File: src/rtl/daq_frame_capture_pkg.sv
// Shared definitions for the DAQ capture path: FSM states and default bus width.
package daq_frame_capture_pkg;

  localparam int DAQ_DW = 16;

  typedef enum logic [1:0] {
    ST_IDLE    = 2'd0,
    ST_CAPTURE = 2'd1,
    ST_DRAIN   = 2'd2
  } state_t;

endpackage

File: src/rtl/daq_sync_fifo.sv
// Single-clock FIFO with same-cycle push-through-when-full and synchronous flush.
module daq_sync_fifo #(
  parameter int WIDTH = 8,
  parameter int AW    = 4
) (
  input  logic             clk_i,
  input  logic             reset_i,
  input  logic             push,
  input  logic [WIDTH-1:0] wdata,
  input  logic             pop,
  input  logic             flush,
  output logic [WIDTH-1:0] rdata,
  output logic             full,
  output logic             empty,
  output logic [AW:0]      count
);

  localparam int DEPTH = 2**AW;

  logic [WIDTH-1:0] mem [DEPTH];
  logic [AW-1:0]    wr_ptr, rd_ptr;
  logic             do_push, do_pop;

  assign full    = (count == (AW+1)'(DEPTH));
  assign empty   = (count == '0);
  assign do_pop  = pop && !empty;
  // A pop frees a slot in the same cycle, so a full FIFO still takes the push.
  assign do_push = push && (!full || do_pop);

  always_ff @(posedge clk_i or posedge reset_i) begin
    if (reset_i) begin
      wr_ptr <= '0;
      rd_ptr <= '0;
      count  <= '0;
    end else if (flush) begin
      wr_ptr <= '0;
      rd_ptr <= '0;
      count  <= '0;
    end else begin
      if (do_push) wr_ptr <= wr_ptr + 1'b1;
      if (do_pop)  rd_ptr <= rd_ptr + 1'b1;
      count <= count + (AW+1)'(do_push) - (AW+1)'(do_pop);
    end
  end

  always_ff @(posedge clk_i) begin
    if (do_push && !flush) mem[wr_ptr] <= wdata;
  end

  assign rdata = mem[rd_ptr];

endmodule

File: src/rtl/daq_frame_capture.sv
// Captures one NCH-sample frame from the DAQ bus on read-clock rises and
// streams the tagged samples out through a small FIFO.
module daq_frame_capture
  import daq_frame_capture_pkg::*;
#(
  parameter int DW      = DAQ_DW,
  parameter int NCH     = 8,
  parameter int FIFO_AW = 4,
  localparam int CW     = $clog2(NCH)
) (
  input  logic          clk_i,
  input  logic          reset_i,
  input  logic          start_i,
  input  logic          abort_i,
  input  logic          rdclk_i,
  output logic          rden_o,
  input  logic [DW-1:0] daq_data_i,
  output logic [DW-1:0] data_o,
  output logic [CW-1:0] chan_o,
  output logic          last_o,
  output logic          valid_o,
  input  logic          ready_i,
  output logic          busy_o,
  output logic          done_o,
  output logic          ovf_o
);

  localparam int EW = DW + CW + 1;

  state_t            state, state_nx;
  logic [CW-1:0]     chan;
  logic              rdclk_q, rise, last_chan;
  logic              push, pop, drop;
  logic [EW-1:0]     fifo_rdata;
  logic              fifo_full, fifo_empty;
  logic [FIFO_AW:0]  fifo_count;

  assign rise      = rdclk_i & ~rdclk_q;
  assign last_chan = (chan == CW'(NCH-1));
  assign push      = (state == ST_CAPTURE) && rise && !abort_i;
  assign valid_o   = (fifo_count != '0);
  assign pop       = valid_o && ready_i;
  assign drop      = push && fifo_full && !pop;

  always_comb begin
    state_nx = state;
    rden_o   = 1'b0;
    done_o   = 1'b0;
    case (state)
      ST_IDLE:    if (start_i) state_nx = ST_CAPTURE;
      ST_CAPTURE: begin
        rden_o = 1'b1;
        if (rise && last_chan) state_nx = ST_DRAIN;
      end
      ST_DRAIN: if (fifo_empty) begin
        state_nx = ST_IDLE;
        done_o   = 1'b1;
      end
      default: state_nx = ST_IDLE;
    endcase
    if (abort_i) begin
      state_nx = ST_IDLE;
      done_o   = 1'b0;
    end
  end

  always_ff @(posedge clk_i or posedge reset_i) begin
    if (reset_i) begin
      state   <= ST_IDLE;
      chan    <= '0;
      rdclk_q <= 1'b0;
      ovf_o   <= 1'b0;
    end else begin
      rdclk_q <= rdclk_i;
      state   <= state_nx;
      if (state == ST_IDLE && start_i && !abort_i) begin
        chan  <= '0;
        ovf_o <= 1'b0;
      end else if (push) begin
        // Channel advances even on a dropped sample so the frame still terminates.
        chan <= last_chan ? '0 : chan + 1'b1;
        if (drop) ovf_o <= 1'b1;
      end
    end
  end

  daq_sync_fifo #(
    .WIDTH (EW),
    .AW    (FIFO_AW)
  ) u_fifo (
    .clk_i   (clk_i),
    .reset_i (reset_i),
    .push    (push),
    .wdata   ({last_chan, chan, daq_data_i}),
    .pop     (pop),
    .flush   (abort_i),
    .rdata   (fifo_rdata),
    .full    (fifo_full),
    .empty   (fifo_empty),
    .count   (fifo_count)
  );

  assign {last_o, chan_o, data_o} = valid_o ? fifo_rdata : '0;
  assign busy_o = (state != ST_IDLE);

endmodule

File: config.mk
export PLATFORM = sky130hd
export DESIGN_NAME = daq_frame_capture
export DESIGN_NICKNAME = d
export VERILOG_FILES = /design/src/rtl/daq_frame_capture_pkg.sv /design/src/rtl/daq_sync_fifo.sv /design/src/rtl/daq_frame_capture.sv
export SDC_FILE = /design/constraint.sdc
export NUM_CORES = 1
export LEC_CHECK = 0
export BUFFER_PORTS_ARGS = -buffer_cell sky130_fd_sc_hd__buf_2
export CORE_MARGIN = 5
export CORE_UTILIZATION = 58
export CTS_CLUSTER_SIZE = 8
export DETAILED_ROUTE_END_ITERATION = 7
export GPL_ROUTABILITY_DRIVEN = 0
export PLACE_DENSITY = 0.75
export RECOVER_POWER = 50
export SLEW_MARGIN = 20
export SYNTH_ARGS = -nofsm -noshare
export SYNTH_HDL_FRONTEND = slang
export SYNTH_HIERARCHICAL = 1
export SYNTH_SLANG_ARGS = --single-unit
File: constraint.sdc
create_clock -name clk_i -period 5.4 [get_ports clk_i]
set_input_delay 1.08 -clock clk_i [delete_from_list [all_inputs] [get_ports clk_i]]
set_output_delay 1.08 -clock clk_i [all_outputs]
set_load 0.005 [all_outputs]
==> metrics.md <==
| Metric | Value |
|---|---|
| Status | `completed` |
| Data required time at the worst endpoint | `4320 ps` |
| Initial core utilization | `58.7%` |
| Worst vdd rail ir drop | `about 0.34 mV` |
| Number of antenna violations at the first check in global routing | `1` |
| Max H-tree Level | `2` |
| Number of nets produced by synthesis | `780` |
| Fraction of final layout cells with drive strength greater than 1 | `20.7%` |
| Sum of negative setup slack | `0 ps` |
| Number of max-slew violations in the final report | `0` |
| Number of fill cells | `1470` |
| Final min period | `around 4100 ps` |
| Max-capacitance violation count | `0` |
| Leakage Power | `5.09 nW` |
| Die X-Extent | `between 150 and 200 microns` |
| Clock sink total | `340` |
| Area growth from synthesis to layout | `14.5%` |
| Final wirelength | `~30 mm` |
| Number of synthesized register bits | `340` |
| Arithmetic-cell share of the synthesized area counting full adders, half adders and majority gates | `1.24%` |
| Post-Syn Instances | `745` |
| YS warnings | `6` |
| Cell area after synthesis | `roughly 0.014 sq mm` |
| Post-synthesis compound-gate area fraction | `5.25%` |
| Number of DRC violations after detailed-routing iteration 0 | `861` |
| Setup violators final | `0` |
| Setup repair after global routing missed its margin | `no` |
| Proportion of register bits with asynchronous set or reset after synthesis | `under 10%` |
| Type of the most critical hold path | `input pin to async pin` |
| Leading cell type in the layout, fill and taps excluded | `edfxtp_1` |
| Setup CP Type | `flip-flop to output port` |
| Met1 demand-to-capacity share in global routing | `between 30% and 40%` |
| Sum of overflow across all layers after global routing | `0` |
| Avg Cell Area, Syn | `18.4 sq um` |
| Root buffer selected by CTS | `clkbuf_16` |
| Global-route wire length before repair | `45.9 mm` |
| Simple-gate portion of the synthesized area | `4.41%` |
| Post-Route Hold Slack | `489 ps` |
| Transition time of the tightest slew-check pin | `around 970 ps` |
| CTS Hold Buffers Added | `0` |
| Largest family of logic cells by synthesized area | `multiplexers` |
| Dominant register cell in the synthesized netlist | `edfxtp_1` |
| Routing usage on met2 | `38.0%` |
| ANT nets after route | `0` |
| CORE AREA | `0.0233 sq mm` |
| Commonest cells after routing, fill and taps aside | `edfxtp_1 (320), mux2i_1 (81), clkbuf_16 (50)` |
| # rows | `56` |
| Highest attainable clock frequency | `between 0.2 and 0.25 GHz` |
| Final Util | `67.2%` |
| Total global-route track usage | `23.0%` |
| Unique masters post-synth | `46` |
| TritonCTS Buffers | `48` |
| Via count of the routed design | `7439` |
| I/O pin total | `47` |
| Parity-gate share of the synthesized area counting xor and xnor cells | `0.448%` |
| Die height | `164 microns` |
| Mux cell area share after synthesis | `12.5%` |
| Post-route fraction of the period consumed by the critical path | `75.3%` |
| Clock slew seen by the registers of the worst setup and hold paths | `roughly 50 ps` |
| Maximum clock path buffer count | `3` |
| Buffer count from post-CTS setup fixing | `0` |
| Number of optimization iterations in the first detailed-route pass | `5` |
| Kind of capture point of the worst setup path | `output port` |
| Final HPWL from detailed placement | `around 17 mm` |
| GRT met3 Usage | `4.59%` |
| Clock insertion delay at the later pin of the skew report | `520 ps` |
| IO Port Bufs | `46` |
| Vias per cell | `6.34` |
| Nets | `871` |
| DR DRC count | `0` |
| Average wire per standard cell | `25.7 microns` |
| Most heavily used metal layer in global routing | `met2` |
| TritonCTS clock tree | `built` |
| Worst setup skew after layout | `around 9.5 ps` |
| Arrival time at the worst endpoint | `approximately 3000 ps` |
| Sequential cell area fraction in the yosys report | `roughly 74%` |
| Area occupied by registers | `approximately 0.010 sq mm` |
| Count of endpoints failing hold in the final timing report | `0` |
| Max-slew headroom | `between 30 and 40%` |
| Overall die area | `around 0.027 sq mm` |
| Setup crit start kind | `flip-flop` |
| Resized cells post-CTS | `0` |
| Power density over the cells | `432 mW/mm^2` |
| Via count of the first global-routing pass | `approximately 7700` |
| Largest net degree at the start of global routing | `40` |
| Inserted Diodes | `0` |
| Highest net fanout along the worst path | `31` |
| Area occupied by multi-input gates | `0.00333 sq mm` |
| Post-synth EDFFs | `320` |
## worst paths after layout
kind                               endpoint  slack [ps]             start  depth (start not counted)
setup / recovery                  chan_o[1]        1340  u_fifo/rd_ptr[0]                          6
min in group clk_i                  chan[2]         590           rdclk_q                          3
max in group asynchronous  u_fifo/rd_ptr[0]        4410           reset_i                          2
hold reg to reg                     chan[2]         590           rdclk_q                          3
hold / removal                     state[1]         490           reset_i                          2
setup reg to reg            u_fifo/count[4]        2020   u_fifo/count[2]                         12
## flip-flops by register name, indices dropped and copies added, names as in the netlist
| register | cells |
|---|---|
| chan | 3 |
| u_fifo/mem | 320 |
| u_fifo/rd_ptr | 4 |
| state | 2 |
| ovf_o | 1 |
| rdclk_q | 1 |
| u_fifo/count | 5 |
| u_fifo/wr_ptr | 4 |
## cells in the mapped netlist, types with 4 or more instances
library cell	number	share of area (%)
a221oi_1	40	2.6
o21ai_1	5	0.18
a22oi_1	20	1.1
o21ai_0	22	0.80
dfrtp_1	20	3.7
clkbuf_1	17	0.47
inv_1	11	0.30
edfxtp_1	320	70
buf_4	4	0.22
mux4_2	40	6.6
nand3_1	6	0.22
a21oi_1	10	0.37
nor3_1	9	0.33
buf_6	4	0.33
nor2_1	19	0.52
mux2i_1	81	5.9
buf_2	8	0.29
nand2_1	32	0.88
xor2_1	4	0.26
ha_1	12	1.1
nor2b_1	25	1.1
## final cells by class
cell class / instances / share of cell area, %
sequential: 340 / 64.5
timing repair buffer: 79 / 2.97
clock buffer: 68 / 8.42
inverter: 12 / 0.287
tap: 319 / 2.55
multi-input combinational: 355 / 21.2
## critical path, cell delays in order, from the launching register on
cell	delay, ps
dfrtp_4	820
buf_4	440
mux4_2	570
a22oi_1	210
nand2_1	110
nor2b_1	140
buf_2	140
## power by group
part	total [mW]	switching [mW]	internal (mW)	leakage (nW)
clock network	2.64	0.988	1.66	0.637
logic	1.13	0.589	0.541	1.37
registers	3.00	0.0860	2.92	3.08
## per-stage QoR
stage	instances	setup WS [ps]	power (mW)	cell area, sq um
CTS	1173	1310	6.81	15700
global placement	1105	1690	4.14	14400
global route	1173	1120	7.02	15700
detailed placement	1105	1650	4.18	14400
floorplan	745	1480	3.89	13700
finish	1173	1340	6.77	15700
## metal layers
metal	wire (microns)	vias to the layer above
met5	13	-
met1	11900	3822
li1	-	3178
met4	609	2
met3	2510	62
met2	15100	375
## kinds of logic (layout without fill, tap and decap cells)
family | count (synthesis) | in the layout
AOI/OAI and AO/OA | 101 | 101
adders and majority gates | 13 | 13
and+or+nand+nor | 113 | 113
xor gates and xnor gates | 7 | 7
buffers and inverters | 50 | 159
muxes | 121 | 121
DFF | 340 | 340
No activity file was read; power rests on OpenSTA's default activity.
